[config.mk]
export PLATFORM = sky130hd
export DESIGN_NAME = pkt_stream_arb
export DESIGN_NICKNAME = d
export VERILOG_FILES = /design/src/rtl/pkt_stream_arb.sv
export SDC_FILE = /design/constraint.sdc
export NUM_CORES = 1
export LEC_CHECK = 0
export BUFFER_PORTS_ARGS = -buffer_cell sky130_fd_sc_hd__buf_2
export CAP_MARGIN = 30
export CORE_MARGIN = 10
export CORE_UTILIZATION = 49
export DETAILED_ROUTE_END_ITERATION = 10
export HOLD_SLACK_MARGIN = 0.1
export PLACE_DENSITY_LB_ADDON = 0.3
export SKIP_CTS_REPAIR_TIMING = 1
export SLEW_MARGIN = 20
export SYNTH_ARGS = -nofsm -noshare
export SYNTH_HDL_FRONTEND = slang
export SYNTH_SLANG_ARGS = --single-unit
[constraint.sdc]
create_clock -name clk -period 2 [get_ports clk]
set_input_delay 0.1 -clock clk [delete_from_list [all_inputs] [get_ports clk]]
set_output_delay 0.1 -clock clk [all_outputs]
set_load 0.02 [all_outputs]
[src/rtl/pkt_stream_arb.sv]
// Packet-level round-robin arbiter: grants whole packets from N byte streams onto
// one shared stream, with a start timeout, a length watchdog and a fixed gap.
//   state | meaning
//   IDLE  | no owner, arbitrate pending requests from ptr
//   GRANT | port granted, waiting for its first byte (timer running)
//   PASS  | forwarding the granted port's packet
//   GAP   | forced idle on vout between packets
module pkt_stream_arb #(
    parameter int N        = 4,
    parameter int IFG      = 12,
    parameter int START_TO = 16,
    parameter int MAX_LEN  = 1518
) (
    input  logic                   clk,
    input  logic                   rst_n,
    input  logic [N-1:0]           req,
    input  logic [N-1:0]           vin,
    input  logic [N-1:0][7:0]      din,
    output logic [N-1:0]           gnt,
    output logic [$clog2(N)-1:0]   sel,
    output logic                   busy,
    output logic                   vout,
    output logic [7:0]             dout,
    output logic                   err_to,
    output logic                   err_len
);
    localparam int SW = $clog2(N);
    localparam int TW = $clog2(START_TO + 1);
    localparam int GW = (IFG > 0) ? $clog2(IFG + 1) : 1;
    localparam logic [TW-1:0] TO_LAST   = TW'(START_TO - 1);
    localparam logic [GW-1:0] GAP_LAST  = GW'((IFG > 0) ? IFG - 1 : 0);
    localparam logic [15:0]   LEN_MAX   = 16'(MAX_LEN);
    localparam logic [SW-1:0] LAST_PORT = SW'(N - 1);

    typedef enum logic [1:0] {IDLE, GRANT, PASS, GAP} state_t;

    state_t          state, state_nxt;
    logic [SW-1:0]   ptr, ptr_nxt, sel_nxt, sel_inc;
    logic [SW-1:0]   pick, idx;
    logic            found;
    logic [N-1:0]    gnt_nxt;
    logic [TW-1:0]   timer, timer_nxt;
    logic [15:0]     byte_cnt, byte_cnt_nxt;
    logic [GW-1:0]   gap_cnt, gap_cnt_nxt;
    logic            vout_nxt, err_to_nxt, err_len_nxt;
    logic [7:0]      dout_nxt;
    logic            vin_sel;
    logic [7:0]      din_sel;

    assign vin_sel = vin[sel];
    assign din_sel = din[sel];
    assign sel_inc = (sel == LAST_PORT) ? '0 : sel + 1'b1;
    assign busy    = (state != IDLE);

    // First pending request at or after ptr, wrapping.
    always_comb begin
        found = 1'b0;
        pick  = '0;
        idx   = '0;
        for (int k = 0; k < N; k++) begin
            idx = SW'((int'(ptr) + k) % N);
            if (!found && req[idx]) begin
                found = 1'b1;
                pick  = idx;
            end
        end
    end

    always_comb begin
        state_nxt    = state;
        ptr_nxt      = ptr;
        sel_nxt      = sel;
        gnt_nxt      = gnt;
        timer_nxt    = timer;
        byte_cnt_nxt = byte_cnt;
        gap_cnt_nxt  = gap_cnt;
        vout_nxt     = 1'b0;
        dout_nxt     = 8'h00;
        err_to_nxt   = 1'b0;
        err_len_nxt  = 1'b0;
        case (state)
            IDLE: begin
                if (found) begin
                    state_nxt     = GRANT;
                    sel_nxt       = pick;
                    gnt_nxt       = '0;
                    gnt_nxt[pick] = 1'b1;
                    timer_nxt     = '0;
                    byte_cnt_nxt  = '0;
                end
            end
            GRANT: begin
                if (vin_sel) begin
                    state_nxt    = PASS;
                    byte_cnt_nxt = 16'd1;
                    vout_nxt     = 1'b1;
                    dout_nxt     = din_sel;
                end else if (timer == TO_LAST) begin
                    state_nxt  = IDLE;
                    gnt_nxt    = '0;
                    err_to_nxt = 1'b1;
                    ptr_nxt    = sel_inc;
                end else begin
                    timer_nxt = timer + 1'b1;
                end
            end
            PASS: begin
                if (vin_sel && byte_cnt != LEN_MAX) begin
                    byte_cnt_nxt = byte_cnt + 1'b1;
                    vout_nxt     = 1'b1;
                    dout_nxt     = din_sel;
                end else begin
                    // Either a normal end, or a byte past MAX_LEN that is dropped.
                    err_len_nxt = vin_sel;
                    gnt_nxt     = '0;
                    ptr_nxt     = sel_inc;
                    gap_cnt_nxt = '0;
                    state_nxt   = (IFG == 0) ? IDLE : GAP;
                end
            end
            GAP: begin
                if (gap_cnt == GAP_LAST) state_nxt = IDLE;
                else                     gap_cnt_nxt = gap_cnt + 1'b1;
            end
            default: state_nxt = IDLE;
        endcase
    end

    always_ff @(posedge clk or negedge rst_n) begin
        if (!rst_n) begin
            state    <= IDLE;
            ptr      <= '0;
            sel      <= '0;
            gnt      <= '0;
            timer    <= '0;
            byte_cnt <= '0;
            gap_cnt  <= '0;
            vout     <= 1'b0;
            dout     <= 8'h00;
            err_to   <= 1'b0;
            err_len  <= 1'b0;
        end else begin
            state    <= state_nxt;
            ptr      <= ptr_nxt;
            sel      <= sel_nxt;
            gnt      <= gnt_nxt;
            timer    <= timer_nxt;
            byte_cnt <= byte_cnt_nxt;
            gap_cnt  <= gap_cnt_nxt;
            vout     <= vout_nxt;
            dout     <= dout_nxt;
            err_to   <= err_to_nxt;
            err_len  <= err_len_nxt;
        end
    end
endmodule

Yosys cells after proc, flatten, opt, wreduce, memory -nomap -nowiden. Cells that the tools add are included.

Register bits after elaboration: 46. Latch bits: 0. RAM bits: 0. Bits in read-only memories: 0. Word-level logic and storage cells: 122. Memories: 0.

Add/sub/neg operators: 7. Multipliers: 0. Divide/modulo/power cells: 0. Order comparisons: 7. Equality and inequality tests: 17. Shift operators: 0. Muxes and demuxes: 59. Bitwise logic cells: 0. Reductions and logical operators: 21.

Operators with widths (count): 16-bit two-way mux (3); 16-bit one-hot mux with 3 select lines (1); 2-bit two-way mux (13); 8-bit two-way mux (3); 4-bit two-way mux (5); 2-bit by 3-bit < comparator with 1-bit output, second input constant (6); 2-bit inequality test, second input constant (9); 1-bit two-way mux (17); 16-bit by 1-bit adder with 16-bit output, second input constant (1); 8-bit binary-select mux with 2-bit select (1); 16-bit by 11-bit inequality test with 1-bit output, second input constant (1); 8-bit one-hot mux with 2 select lines (1); 4-bit AND reduction (4); 5-bit two-way mux (3); 4-bit one-hot mux with 3 select lines (1); 1-bit binary-select mux with 2-bit select (5); 5-bit one-hot mux with 2 select lines (1); 2-bit one-hot mux with 4 select lines (1); 4-bit one-hot mux with 2 select lines (1); 2-bit nonzero test (4); 2-bit equality test, second input constant (3); 5-bit by 1-bit adder with 5-bit output, second input constant (1); 5-bit by 4-bit equality test with 1-bit output, second input constant (1); 1-bit logical AND (5); 16 further kinds (20).

Logic depth before layout (Yosys ltp).
Depth after elaboration: 18. Mapped depth: 9. Gate-level depth less buffers: 7.

Worst setup path before layout. No wires, ideal clock.

Kind: flip-flop to flip-flop. Start: register sel[0]. End: register (tool-made name). Data arrival time: 2.078 ns. Setup slack: -0.203 ns. Stages on the path, launching flop included: 6. Cell sequence: dfrtp_1 mux4_2 and2_4 and2_4 or3_1 mux2_4.

RTL lines: start: declaration (RTL line 20) `output logic [$clog2(N)-1:0] sel,`; start signal: assignment (RTL line 145) `sel <= sel_nxt;`.

==> results.cfg <==
[cts]
htree_levels = 2
clk_pin_slew_ns = 0.09
cts_sinks = 46
clockBufferDepth = 2
cts-root-buf = clkbuf_8
clock_latency_ns = 0.30
cts_tree = yes
cts_buffers = 5

[yosys]
synth_top_area_share_pct = 42.3
syn_nets = 326
postSynthCellCount = 273
syn-cell-area_sq_mm = 0.00272
seq_area_frac_synth_pct = 42.3
synth_async_sr_flop_share_pct = 100
synth_common_cells = dfrtp_1, nand2_1, inv_1, o21ai_0
synth.distinct_cells = 46
synth_flop_cell = dfrtp_1
syn-mean-instance-area_sq_um = 9.97
ys_warn_count = 0
synth_edf_count = 0
yosysTopAreaCell = dfrtp_1
yosysMostFrequentCell = dfrtp_1
synth-seq-cells = 46
synth_area_leaders = dfrtp_1, mux4_2, ha_1

[timing]
whs_ns = 0.223
slew_violations = 0
finalHoldViolCount = 0
fin_skew_ns = 0.00759
tightest_slew_ns = 0.423
min_period_ns = 2.02
fin_crit_sh_pct = 101
max_freq_mhz = 496
timing.final.ws_setup_ns = -0.0162
relSlewSlack_pct = 71.5
setup_viol = 1
grt_setup_unrepaired = true

[drt]
firstDrtPassIters = 4
drtIter0Drc = 163
wl_per_cell_um = 16.4
drc_errors = 0
vias_per_cell = 5.64
ant_nets = 0
num_vias = 2510
drt_wl_total_um = 7290

[floorplan]
num_io_pins = 60
die_h_um = 94.5
coreArea_sq_mm = 0.00544
dieArea_sq_mm = 0.00893
initial_utilization_pct = 50.0
rows = 27
die_w_um = 94.5

[global_routing]
grt-ovfl-total = 0
met3_usage_pct = 4.28
antenna_found_initial = 0
busiest_layer = met2
grt_pass1_wl_um = 11700
grt_pass1_vias = 2485
grt_max_degree = 18
grtUsageMet1_pct = 19.8
track_usage_pct = 16.0
use_met2_pct = 27.0

[hold_path]
hold_path_class = input pin to flop

[placement]
place_hpwl_um = 5500
place.gp.congestion = 0.881
place.port_buffers = 59

[cells_and_area]
drive_gt1_share_pct = 41.3
nets = 425
n_fill_cell = 424
area_delta_synth_final_pct = 32.7
diodes = 0

[worst_setup_path]
worstSetupPathType = flop to flop
end_kind = flop
crit_arrival_ns = 2.20
cp_data_required_time_ns = 2.19
cp-start-kind = flop
worstPathMaxFanout = 6

[flow_run]
max_cap_viol_count = 0

[status]
violations = setup timing
status = finished, violations left

[pwr]
vdd_ir_drop_max_uv = 803
power.total_uw = 4040
power_per_cell_area_mw_per_mm2 = 1120
p_leak_uw = 0.00177
-- critical path: stages (launching register included) --
cell     delay (ns)
dfrtp_2        0.38
mux4_2         0.56
and2_4         0.19
and2_4         0.15
or3_4          0.32
mux2_4         0.29
-- registers in the layout (all words and copies together) (netlist names), named ones only --
| name | flops |
|---|---|
| ptr | 2 |
| state | 1 |
| vout | 1 |
| err_to | 1 |
| byte_cnt | 16 |
| dout | 8 |
| sel | 2 |
| gap_cnt | 4 |
| err_len | 1 |
| timer | 5 |
| gnt | 4 |
-- routing by layer --
layer | routed length [um] | vias up
met3 | 396 | 7
li1 | - | 1207
met1 | 3030 | 1229
met5 | 0 | -
met4 | 68 | 0
met2 | 3790 | 67
-- report_power, final --
part | switching, uW | internal (uW) | total (uW)
registers | 134 | 1140 | 1270
clock network | 312 | 243 | 555
logic | 1170 | 1050 | 2210
-- path summary, 6_finish.rpt --
check,from,endpoint,slack [ns],cells after the start
min in group asynchronous,rst_n,gap_cnt[0]$_DFFE_PN0P_,0.25,2
min reg2reg,byte_cnt[7]$_DFFE_PN0P_,byte_cnt[7]$_DFFE_PN0P_,0.51,1
max in group asynchronous,rst_n,sel[1]$_DFFE_PN0P_,1.17,3
max,sel[0]$_DFFE_PN0P_,flop,-0.02,5
min,din[22],dout[6]$_DFF_PN0_,0.22,3
max reg2reg,sel[0]$_DFFE_PN0P_,flop,-0.02,5
-- metrics by stage --
step	setup slack, ns	instance area [sq um]	utilization, %	setup TNS (ns)	cells
2_1_floorplan	-0.0693	2730	-	-0.0693	273
3_3_place_gp	-0.0145	3370	61.9	-0.0145	431
3_5_place_dp	-0.0158	3370	61.9	-0.0421	431
4_1_cts	-0.0424	3450	63.4	-0.207	439
5_1_grt	-0.0915	3610	66.4	-0.374	445
6_report	-0.0162	3610	66.4	-0.0162	445
-- layout by cell type (no fill, tap or decap), types with 3 or more instances in the layout --
cell       n
and3_1     9
a21boi_0   3
o21ai_0   10
a22o_1     4
o21ai_1    4
nand3_1    7
a22oi_1    3
and2_4     3
o22ai_1    4
and2_1     3
dfrtp_1   44
a31oi_1    9
nand4_1    4
buf_2     59
inv_1     17
nor3_1     3
a21oi_1   13
clkbuf_8   5
nand2_1   23
mux2_2     7
ha_1      10
nor2_1    10
nor2b_1   10
a41oi_1    6
and4_1     3
nand2b_1   5
buf_4     44
mux4_2     9
-- logic make-up after synthesis --
logic type	after synthesis	share of synthesized area, %
compound gates	70	16.8
xor+xnor	1	0.322
fa+ha+maj	11	5.06
buf+inv	32	4.55
flops	46	42.3
mux	18	11.3
simple gates	95	19.7
-- final cells by class --
cell class                      count  area [sq um]  share of cell area (%)
Inverter                           18          67.6                    1.87
Sequential cell                    46          1150                    31.9
Clock buffer                        6          72.6                    2.01
Tap cell                           72          90.1                    2.49
Timing Repair Buffer              106           658                    18.2
Clock inverter                      2          10.0                   0.277
Multi-Input combinational cell    195          1560                    43.2
(Power assumes the default switching activity.)
